`src/rtl/mode_counter.sv`:
```
// -----------------------------------------------------------------------------
// mode_counter
//
// Multi-mode register-counter that sits between the control FSM and the
// display/datapath logic. It holds a WIDTH-bit value and, each rising edge,
// applies one of: hold, increment or decrement by a variable step, rotate
// right/left by fixed distances, or bitwise invert. It can also be preset to
// INIT or loaded from an external value. All outputs are registered.
//
// Build option:
//   MODE_COUNTER_SAT_EN - when defined, inc/dec clamp at the range limits
//                         instead of wrapping modulo 2^WIDTH. In that build
//                         `wrap` pulses on the clamping cycle ("saturated").
//
// Ports:
//   o_clk        in   1       system clock, rising edge
//   reset        in   1       synchronous active-high reset
//   input_pause  in   1       1 = freeze data/zero (wrap forced low)
//   set          in   1       load INIT (beats load_en and op)
//   load_en      in   1       load load_data (beats op)
//   load_data    in   WIDTH   external load value
//   op           in   3       000 hold, 001 inc, 010 dec, 011 rotr,
//                             100 rotl, 101 invert, 110/111 hold
//   step         in   STEP_W  unsigned inc/dec amount
//   data         out  WIDTH   counter value
//   wrap         out  1       one-cycle pulse when an inc/dec crossed the range
//   zero         out  1       high when data == 0
// -----------------------------------------------------------------------------
module mode_counter #(
    parameter int WIDTH  = 12,
    parameter int INIT   = 0,
    parameter int STEP_W = 4,
    parameter int ROT_R  = 1,
    parameter int ROT_L  = 2
) (
    input  logic              o_clk,
    input  logic              reset,
    input  logic              input_pause,
    input  logic              set,
    input  logic              load_en,
    input  logic [WIDTH-1:0]  load_data,
    input  logic [2:0]        op,
    input  logic [STEP_W-1:0] step,
    output logic [WIDTH-1:0]  data,
    output logic              wrap,
    output logic              zero
);

    localparam logic [2:0] OP_HOLD = 3'b000;
    localparam logic [2:0] OP_INC  = 3'b001;
    localparam logic [2:0] OP_DEC  = 3'b010;
    localparam logic [2:0] OP_ROTR = 3'b011;
    localparam logic [2:0] OP_ROTL = 3'b100;
    localparam logic [2:0] OP_INV  = 3'b101;

    // INIT is truncated to the counter width.
    localparam logic [WIDTH-1:0] INIT_V = WIDTH'(INIT);

    // A distance of 0 must behave as hold; the shift form below would OR in
    // a WIDTH-bit shift (all zeros), which already yields the input unchanged,
    // but the explicit branch keeps the intent obvious.
    function automatic logic [WIDTH-1:0] rot_right(input logic [WIDTH-1:0] v);
        if (ROT_R == 0) begin
            return v;
        end else begin
            return (v >> ROT_R) | (v << (WIDTH - ROT_R));
        end
    endfunction

    function automatic logic [WIDTH-1:0] rot_left(input logic [WIDTH-1:0] v);
        if (ROT_L == 0) begin
            return v;
        end else begin
            return (v << ROT_L) | (v >> (WIDTH - ROT_L));
        end
    endfunction

    logic [WIDTH-1:0] data_r;
    logic             wrap_r;
    logic             zero_r;

    logic [WIDTH:0]   step_ext_s;
    logic [WIDTH:0]   sum_s;
    logic [WIDTH:0]   diff_s;
    logic [WIDTH-1:0] next_data_s;
    logic             next_wrap_s;

    // Arithmetic is done one bit wider so bit WIDTH is the carry (inc) or
    // borrow (dec); the borrow bit is set exactly when step > data.
    assign step_ext_s = {{(WIDTH + 1 - STEP_W){1'b0}}, step};
    assign sum_s      = {1'b0, data_r} + step_ext_s;
    assign diff_s     = {1'b0, data_r} - step_ext_s;

    // Next-state selection for the run (not paused, not reset) case.
    always_comb begin
        next_data_s = data_r;
        next_wrap_s = 1'b0;
        if (set) begin
            next_data_s = INIT_V;
        end else if (load_en) begin
            next_data_s = load_data;
        end else begin
            case (op)
                OP_HOLD: begin
                    next_data_s = data_r;
                end
                OP_INC: begin
                    next_wrap_s = sum_s[WIDTH];
`ifdef MODE_COUNTER_SAT_EN
                    if (sum_s[WIDTH]) begin
                        next_data_s = {WIDTH{1'b1}};
                    end else begin
                        next_data_s = sum_s[WIDTH-1:0];
                    end
`else
                    next_data_s = sum_s[WIDTH-1:0];
`endif
                end
                OP_DEC: begin
                    next_wrap_s = diff_s[WIDTH];
`ifdef MODE_COUNTER_SAT_EN
                    if (diff_s[WIDTH]) begin
                        next_data_s = {WIDTH{1'b0}};
                    end else begin
                        next_data_s = diff_s[WIDTH-1:0];
                    end
`else
                    next_data_s = diff_s[WIDTH-1:0];
`endif
                end
                OP_ROTR: begin
                    next_data_s = rot_right(data_r);
                end
                OP_ROTL: begin
                    next_data_s = rot_left(data_r);
                end
                OP_INV: begin
                    next_data_s = ~data_r;
                end
                default: begin
                    next_data_s = data_r;
                end
            endcase
        end
    end

    // State registers: reset, then pause (hold, wrap low), then update.
    always_ff @(posedge o_clk) begin
        if (reset) begin
            data_r <= {WIDTH{1'b0}};
            wrap_r <= 1'b0;
            zero_r <= 1'b1;
        end else if (input_pause) begin
            data_r <= data_r;
            wrap_r <= 1'b0;
            zero_r <= zero_r;
        end else begin
            data_r <= next_data_s;
            wrap_r <= next_wrap_s;
            zero_r <= (next_data_s == {WIDTH{1'b0}});
        end
    end

    assign data = data_r;
    assign wrap = wrap_r;
    assign zero = zero_r;

endmodule

```
`config.mk`:
```
export PLATFORM = sky130hd
export DESIGN_NAME = mode_counter
export DESIGN_NICKNAME = d
export VERILOG_FILES = /design/src/rtl/mode_counter.sv
export SDC_FILE = /design/constraint.sdc
export NUM_CORES = 1
export LEC_CHECK = 0
export CORE_MARGIN = 4
export CORE_UTILIZATION = 45
export CTS_CLUSTER_DIAMETER = 40
export DETAILED_ROUTE_END_ITERATION = 8
export DONT_BUFFER_PORTS = 1
export MAX_ROUTING_LAYER = met4
export PLACE_DENSITY_LB_ADDON = 0.25
export SLEW_MARGIN = 20
export SYNTH_ARGS = -nofsm -noshare
export SYNTH_HDL_FRONTEND = slang
export SYNTH_SLANG_ARGS = --single-unit
```
`constraint.sdc`:
```
create_clock -name o_clk -period 2.4 [get_ports o_clk]
set_clock_uncertainty 0.1 [all_clocks]
set_input_delay 0.24 -clock o_clk [delete_from_list [all_inputs] [get_ports o_clk]]
set_output_delay 0.24 -clock o_clk [all_outputs]
set_load 0.1 [all_outputs]
```
==> metrics, run 1 <==
fraction of registers with async set/reset=0; Post-Synth Adder-Cell Area=0.0694; Max VDD drop=approximately 0.00023 V; die width=between 70 and 80 um; 1st-iter DRT viols=around 430; flop-to-flop setup slack=-280 ps; Hold Startpoint=reset; Remaining DRCs=0; final core occ=0.615; ANT nets after route=0; IO Pins=38; clock latency on the worst-skew pair=260 ps; area fraction in compound gates after synthesis=0.307; row count=24; Worst Setup End Kind=register; PortBufs=0; Final min period=~2700 ps; mapped cell area=around 0.002 sq mm; Reg clk slew, reported paths=around 80 ps; hold depth=1; via density per instance=approximately 6.4; GR Overflow Total=0; Root Buffer=clkbuf_8; largest family of logic cells by synthesized area=simple AND/OR/NAND/NOR gates; Starting Density=0.464; Worst Path Max Fanout=3; placed inst area=approximately 0.0024 sq mm; Final HPWL DP=between 5000 and 6000 um; vias in the first global route=2302; Synth Area in Simple Gates=0.342; Cell Count Post-Placement=between 300 and 400; hold bufs inserted after CTS=2; Leak=1.06 nW; Synth Instances=~300; Synth Flop Type=dfxtp_1; # diodes=0; Die ar.=0.00562 sq mm; final net count=between 300 and 400; Layout area overhead=32.7%; Worst Setup Path Type=register to register; Total Wirelength=approximately 7700 um; fill count=~400; worst hold path type=input port to register; synth warn=0; CTS tree=yes; Slew Limit Fails=0; Max-slew headroom=0.656; status=complete, but fails checks; Worst-Margin Slew=approximately 510 ps; CTS Sinks=14; Final Hold Viols=13; hold_ws=-74.9 ps; flops & latches, synth=14; WP data required=2460 ps; GR Util All Layers=0.277; via count=around 2500; Yosys top cell by area=dfxtp_1; total CTS buffers=3; syn_area_per_cell=between 6 and 7 sq um; f_max=approximately 370 MHz; Yosys top cell area share=0.139; count of different cell masters after synthesis=58; r2r worst-path depth=11; MaxCap Viol Count=0; Finish-stage setup viols=4; fin cells=393; period utilisation layout=1.12; H-tree Lvls=1; PwrDens=378 mW/mm^2; Placement Setup Slack=-379 ps; Crit Reg-Reg Endpoint=zero; fraction of layout cells with a size suffix above 1=0.314; RSZ-0062 raised after global routing=true; CP Data Arrival Time=about 2700 ps; xor and xnor fraction of the mapped netlist area=0.0304; initial antenna violation count=0; TritonRoute pass-1 iters=6; hold endpoint=data[4]; r2r startpoint=data[0]; per-cell routed wire length=around 20 um; mux share of post-synthesis cell area=0.0353; failing checks=negative hold slack, negative setup slack; core area=0.00435 sq mm; Final WS setup=-283 ps; Synth area leaders=dfxtp_1, a21oi_1, nand2_1; global-route wire length before repair=about 12000 um; number of synthesized flops with an enable pin=0; Critical Path Source Type=register; Post-Syn Nets=between 300 and 400; post-route cell area=between 0.002 and 0.003 sq mm; clock buffer depth=2; largest net degree at the start of global routing=29; post-synthesis sequential area ratio=0.139; GP Congestion=1.03; Die Ht=about 75 um
[through the flow]
stage | hold WS (ps) | setup TNS [ps] | power [mW]
after floorplan | 209 | -297 | 0.583
after global placement | 207 | -1150 | 0.700
after detailed placement | 206 | -1270 | 0.699
after CTS | -64.0 | -333 | 0.982
after global routing | -75.6 | -934 | 1.04
final | -74.9 | -386 | 1.01
[cells in the final DEF, fill, tap and decap left out, drive strengths merged, types with 3 or more instances in the layout]
master,synthesis,routed
buf,7,56
o21ai,12,12
nand3,7,7
nand2,37,37
dfxtp,14,14
a21oi,29,29
inv,13,13
nand2b,7,7
o22ai,4,4
or3,5,5
nor2,29,29
clkbuf,17,4
o221ai,5,5
nor3,15,15
mux2i,6,6
o31ai,8,8
xor2,4,4
or4,3,3
nor2b,12,12
and2,3,3
a221oi,5,5
nand4,3,3
a31oi,5,5
ha,8,8
a211oi,3,3
xnor2,3,3
[critical path: stages (launching register included)]
cell and delay, ps:
dfxtp_4 370, inv_4 40, ha_4 150, fa_2 360, nand3b_1 230, a311oi_2 300, o22ai_1 140, a311oi_2 350
nor3b_2 100, nand3_1 120, nor4_2 50, a221o_1 290
[worst max-delay path by stage]
stage,start,endpoint,slack [ps]
6_report,data[0],zero,-280
5_1_grt,data[0],zero,-370
4_1_cts,data[0],zero,-220
3_5_place_dp,data[1],zero,-380
3_3_place_gp,data[1],zero,-390
2_1_floorplan,data[0],zero,-290
[report_power, final]
| group | leakage [nW] | switching [mW] | internal [mW] |
|---|---|---|---|
| registers | 0.119 | 0.00703 | 0.241 |
| logic | 0.908 | 0.298 | 0.206 |
| clock network | 0.0288 | 0.114 | 0.146 |
| total | 1.06 | 0.419 | 0.593 |
[area by class of cell]
type	instances	area (sq um)	area share
timing repair buffer	58	448	0.167
tap	52	65.1	0.0243
multi-input combinational	251	1750	0.655
sequential	14	302	0.113
inverter	14	55.1	0.0206
clock buffer	4	55.1	0.0206
[state kept, by name, summed over array words and instances (netlist names)]
name,cells
zero,1
wrap,1
data,12
[what timing repair did]
item | 4_1_cts | 5_1_grt
gates resized for setup | 21 | 17
pin swaps | 8 | 9
buffers inserted | 2 | 3
endpoints found under the setup margin | 8 | 8
hold endpoints to repair | 14 | 13
[layer usage]
metal / vias up / wire length, um / part of all wire / track usage
met5: - / 0 / 0 / -
met4: 0 / 185 / 0.024 / 0.101
met3: 22 / 765 / 0.10 / 0.0387
met2: 164 / 3600 / 0.47 / 0.435
met1: 1148 / 3120 / 0.41 / 0.360
li1: 1188 / - / - / -
[synthesized netlist by cell type (all sizes together), types with 4 or more instances]
library cell  number
or3                5
a31oi              5
nand3              7
dfxtp             14
nor2              29
nor3              15
nor2b             12
a21oi             29
inv               13
o31ai              8
a221oi             5
ha                 8
clkbuf            17
o22ai              4
o21ai             12
mux2i              6
xor2               4
o221ai             5
nand2b             7
buf                7
nand2             37
[cells by family (layout without fill, tap and decap cells)]
family / after synthesis / in the layout
DFF: 14 / 14
AOI/OAI and AO/OA: 92 / 92
adders and majority gates: 10 / 10
muxes: 7 / 7
buffers and inverters: 38 / 76
xor gates and xnor gates: 7 / 7
and+or+nand+nor: 135 / 135
No activity file was read; power rests on OpenSTA's default activity.
==> run 2, diff against run 1 <==
Clock period 2.4 ns to 3.4 ns, I/O delays scaled along.
==> run 2 against run 1 <==
Wire length fell by 7.1%. Final area fell by 20%. Die area did not move. Setup slack improved by 670 ps. Highest routed layer unchanged. The flow now finishes without violations. Critical endpoint unchanged. Critical path type unchanged.
==> metrics, run 2 (synthesis gave the netlist of run 1 again) <==
status=finished, final reports clean; GR Overflow Total=0; Final HPWL DP=between 5000 and 6000 um; PwrDens=about 300 mW/mm^2; Critical Path Source Type=register; Die ar.=between 0.005 and 0.006 sq mm; Max VDD drop=0.000203 V; GP Congestion=approximately 0.95; via density per instance=between 6 and 7; row count=24; post-route cell area=0.00215 sq mm; worst hold path type=input port to register; Final WS setup=391 ps; Die Ht=75.0 um; CTS tree=yes; fill count=around 450; total CTS buffers=3; period utilisation layout=0.885; global-route wire length before repair=11000 um; placed inst area=approximately 0.0021 sq mm; Post-CTS Resized=0; initial antenna violation count=0; setup total negative slack=0 ps; largest net degree at the start of global routing=29; Largest register FFs=12; total chip power=roughly 0.64 mW; hold bufs inserted after CTS=0; H-tree Lvls=1; Max-slew headroom=0.334; 1st-iter DRT viols=around 320; Slew Limit Fails=0; RSZ-0062 raised after global routing=false; f_max=between 300 and 400 MHz; Finish-stage setup viols=0; ANT nets after route=0; Worst Setup End Kind=register; Reg clk slew, reported paths=about 80 ps; commonest non-fill, non-tap cell in the layout=nand2_1; IO Pins=38; Starting Density=0.464; Root Buffer=clkbuf_8; Placement Setup Slack=about 550 ps; die width=about 75 um; Layout area overhead=6.51%; Remaining DRCs=0; fraction of layout cells with a size suffix above 1=0.101; clock latency on the worst-skew pair=about 270 ps; per-cell routed wire length=approximately 20 um; most frequent cells in the layout=nand2_1, nor2_1, a21oi_1; core area=about 0.0044 sq mm; Final min period=between 3000 and 4000 ps; vias in the first global route=about 2100; Leak=slightly above 0.8 nW; Worst-Margin Slew=about 1000 ps; TritonRoute pass-1 iters=5; Worst Setup Path Type=register to register; WP data required=3510 ps; PortBufs=0; via count=about 2400; CP Data Arrival Time=approximately 3100 ps; Total Wirelength=~7100 um; MaxCap Viol Count=0; CTS Sinks=14; Setup Fix Bufs, Post-CTS=0; clock buffer depth=2; Worst Path Max Fanout=5; Final Hold Viols=0; # diodes=0; final net count=333; GR Util All Layers=0.266
## run 2: cell types whose count changed in the layout (fill, tap and decap cells not counted), moves of 5 or more
cell,delta
dfxtp_4,-5
ha_1,+5
buf_4,-39
o21ai_0,+6
dfxtp_1,+6
## run 2: worst paths after layout
kind / to / slack (ps) / depth (start not counted) / startpoint
min reg2reg: data[0] / 430 / 2 / data[0]
min: data[0] / 30 / 1 / reset
max: zero / 390 / 11 / data[0]
max reg2reg: zero / 390 / 11 / data[0]
## run 2: critical path, stage by stage (launching register included)
cell     delay (ps)
dfxtp_2         360
ha_1            160
inv_1            50
fa_1            400
nor3_1          460
nor3_1          150
o21ai_0         170
a21oi_1          80
o31ai_1         530
nand2_1          90
nor4_1          210
a221o_1         190
## run 2: report_power, final
group | switching, mW | internal (mW) | leakage, nW
logic | 0.168 | 0.0925 | 0.679
registers | 0.0191 | 0.172 | 0.115
clock network | 0.0823 | 0.103 | 0.0288
## run 2: through the flow
step	hold WS, ps	std cells	util
after floorplan	312	303	-
after detailed placement	311	346	0.481
after global placement	308	346	0.481
after CTS	31.2	350	0.494
final	29.8	350	0.494
after global routing	32.8	350	0.494
## run 2: final cells by class
cell class | instances | area [sq um] | share of cell area
clock buffers | 4 | 55.1 | 0.0256
inverters | 14 | 52.6 | 0.0244
flip-flops and latches | 14 | 282 | 0.131
repair buffers | 15 | 113 | 0.0524
multi-input cells | 251 | 1580 | 0.736
well taps | 52 | 65.1 | 0.0303
## run 2: routing by layer
metal	up-vias	global-route usage	wire, um
met5	-	-	0
met2	157	0.370	3060
met4	0	0.113	288
met1	1076	0.378	3040
li1	1101	-	-
met3	30	0.0387	740
==> run 3, diff against run 2 <==
Settings changed: CORE_MARGIN 4 to default.
==> run 3 against run 2 <==
Sequential power about the same. Fmax up 2.2%. Combinational power about the same. Largest power group unchanged. Hold slack improved by 5.9 ps. Wire length decreased by 2.2%. Largest cell class unchanged. Flip-flop and latch count unchanged. Setup slack better by 64 ps. Via count rose by 1.2%. Final area decreased by 0.47%.
==> metrics, run 3 (synthesis gave the netlist of run 1 again) <==
clock power share=0.281; vias in the first global route=approximately 2100; Internal Power=0.366 mW; fraction of layout cells with a size suffix above 1=0.0976; Max VDD drop=approximately 0.00023 V; Setup Fix Bufs, Post-CTS=0; Final Hold Viols=0; Finish-stage setup viols=0; via density per instance=about 6.9; Max-slew headroom=0.346; total CTS buffers=3; final net count=between 300 and 400; slowest library cell on the worst path=fa_1; hold bufs inserted after CTS=0; Worst-Margin Slew=approximately 980 ps; largest net degree at the start of global routing=29; Worst Path Max Fanout=4; global-route wire length before repair=roughly 11000 um; Cell Count Post-Placement=343; Worst Setup Path Type=register to register; fin cells=approximately 350; max incr delay on CP=around 440 ps; RSZ-0062 raised after global routing=false; CTS tree=yes; initial antenna violation count=0; clock latency on the worst-skew pair=260 ps; Largest register FFs=12; GR Overflow Total=0; die width=just under 70 um; core area=0.00414 sq mm; f_max=roughly 340 MHz; placed inst area=around 0.0021 sq mm; Worst Setup End Kind=register; Final min period=2940 ps; Layout area overhead=6.01%; Root Buffer=clkbuf_8; Leak=about 0.82 nW; MaxCap Viol Count=0; total chip power=between 0.6 and 0.7 mW; post-route cell area=between 0.002 and 0.0025 sq mm; Critical Path Start=data[0]; CTS Sinks=14; r2r startpoint=data[0]; GR Util All Layers=0.318; via count=2392; Post-CTS Resized=0; share of total power in sequential cells=0.305; ANT nets after route=0; Slew Limit Fails=0; Die Ht=just under 70 um; TritonRoute pass-1 iters=7; PortBufs=0; WP data required=3500 ps; Reg clk slew, reported paths=about 70 ps; most frequent cells in the layout=nand2_1, nor2_1, a21oi_1; Comb pwr share=0.414; Remaining DRCs=0; IO Pins=38; row count=23; Switching Fraction=0.414; P_sw=between 0.2 and 0.3 mW; critical path, cell by cell=inv_1, ha_1, fa_1, xnor2_1, o211ai_1, a211oi_1, a221oi_1, nor3b_1, nand3_1, nor4_1, a221o_1; Die ar.=between 0.004 and 0.005 sq mm; commonest non-fill, non-tap cell in the layout=nand2_1; Final HPWL DP=roughly 5000 um; CP Data Arrival Time=about 3000 ps; setup total negative slack=0 ps; # diodes=0; GP Congestion=just under 1; 1st-iter DRT viols=between 300 and 400; fill count=approximately 440; Hold Startpoint=reset; period utilisation layout=0.866; per-cell routed wire length=~20 um; Starting Density=0.487; Critical Path Source Type=register; PwrDens=between 200 and 300 mW/mm^2; clock buffer depth=2; H-tree Lvls=1; status=finished, final reports clean; worst hold path type=input port to register; Total Wirelength=6970 um
## run 3: cell types whose count changed in the layout (fill, tap and decap cells not counted)
cell	delta
buf_4	-1
## run 3: critical path, delay by kind of cell, from the launching register on
| kind | cells | cell delay, ps |
|---|---|---|
| xor+xnor | 1 | 160 |
| simple gates | 3 | 670 |
| compound gates | 4 | 860 |
| fa+ha+maj | 2 | 660 |
| flops | 1 | 350 |
| buf+inv | 1 | 80 |
## run 3: final timing paths
kind	end	slack, ps	cells past startpoint
worst max-delay path	zero	460	11
worst min-delay path	data[0]	40	1
worst max register to register	zero	460	11
worst min register to register	data[0]	420	2
## run 3: metal layers
layer | vias to the layer above | wire length, um | GRT usage
met1 | 1081 | 2830 | 0.396
met5 | - | 0 | -
li1 | 1092 | - | -
met3 | 36 | 822 | 0.0839
met4 | 0 | 207 | 0.122
met2 | 183 | 3110 | 0.485
## run 3: cell type report
class                      instances  area [sq um]  area share
multi-input combinational        251          1580       0.740
sequential                        14           282       0.132
timing repair buffer              14           105      0.0491
tap                               50          62.6      0.0292
clock buffer                       4          55.1      0.0257
inverter                          14          52.6      0.0245
## run 3: power groups by stage
stage	clock (mW)	sequential (mW)	combinational [mW]
floorplan	0	0.238	0.173
global placement	0	0.194	0.251
detailed placement	0	0.194	0.250
CTS	0.177	0.190	0.252
global route	0.181	0.192	0.279
finish	0.176	0.191	0.259
## run 3: per-stage QoR
stage | setup slack (ps) | hold WS, ps | utilization
final | 455 | 35.6 | 0.517
after global routing | 183 | 37.8 | 0.517
after detailed placement | 536 | 310 | 0.503
after CTS | 499 | 34.6 | 0.517
after global placement | 548 | 309 | 0.503
after floorplan | 48.3 | 312 | -
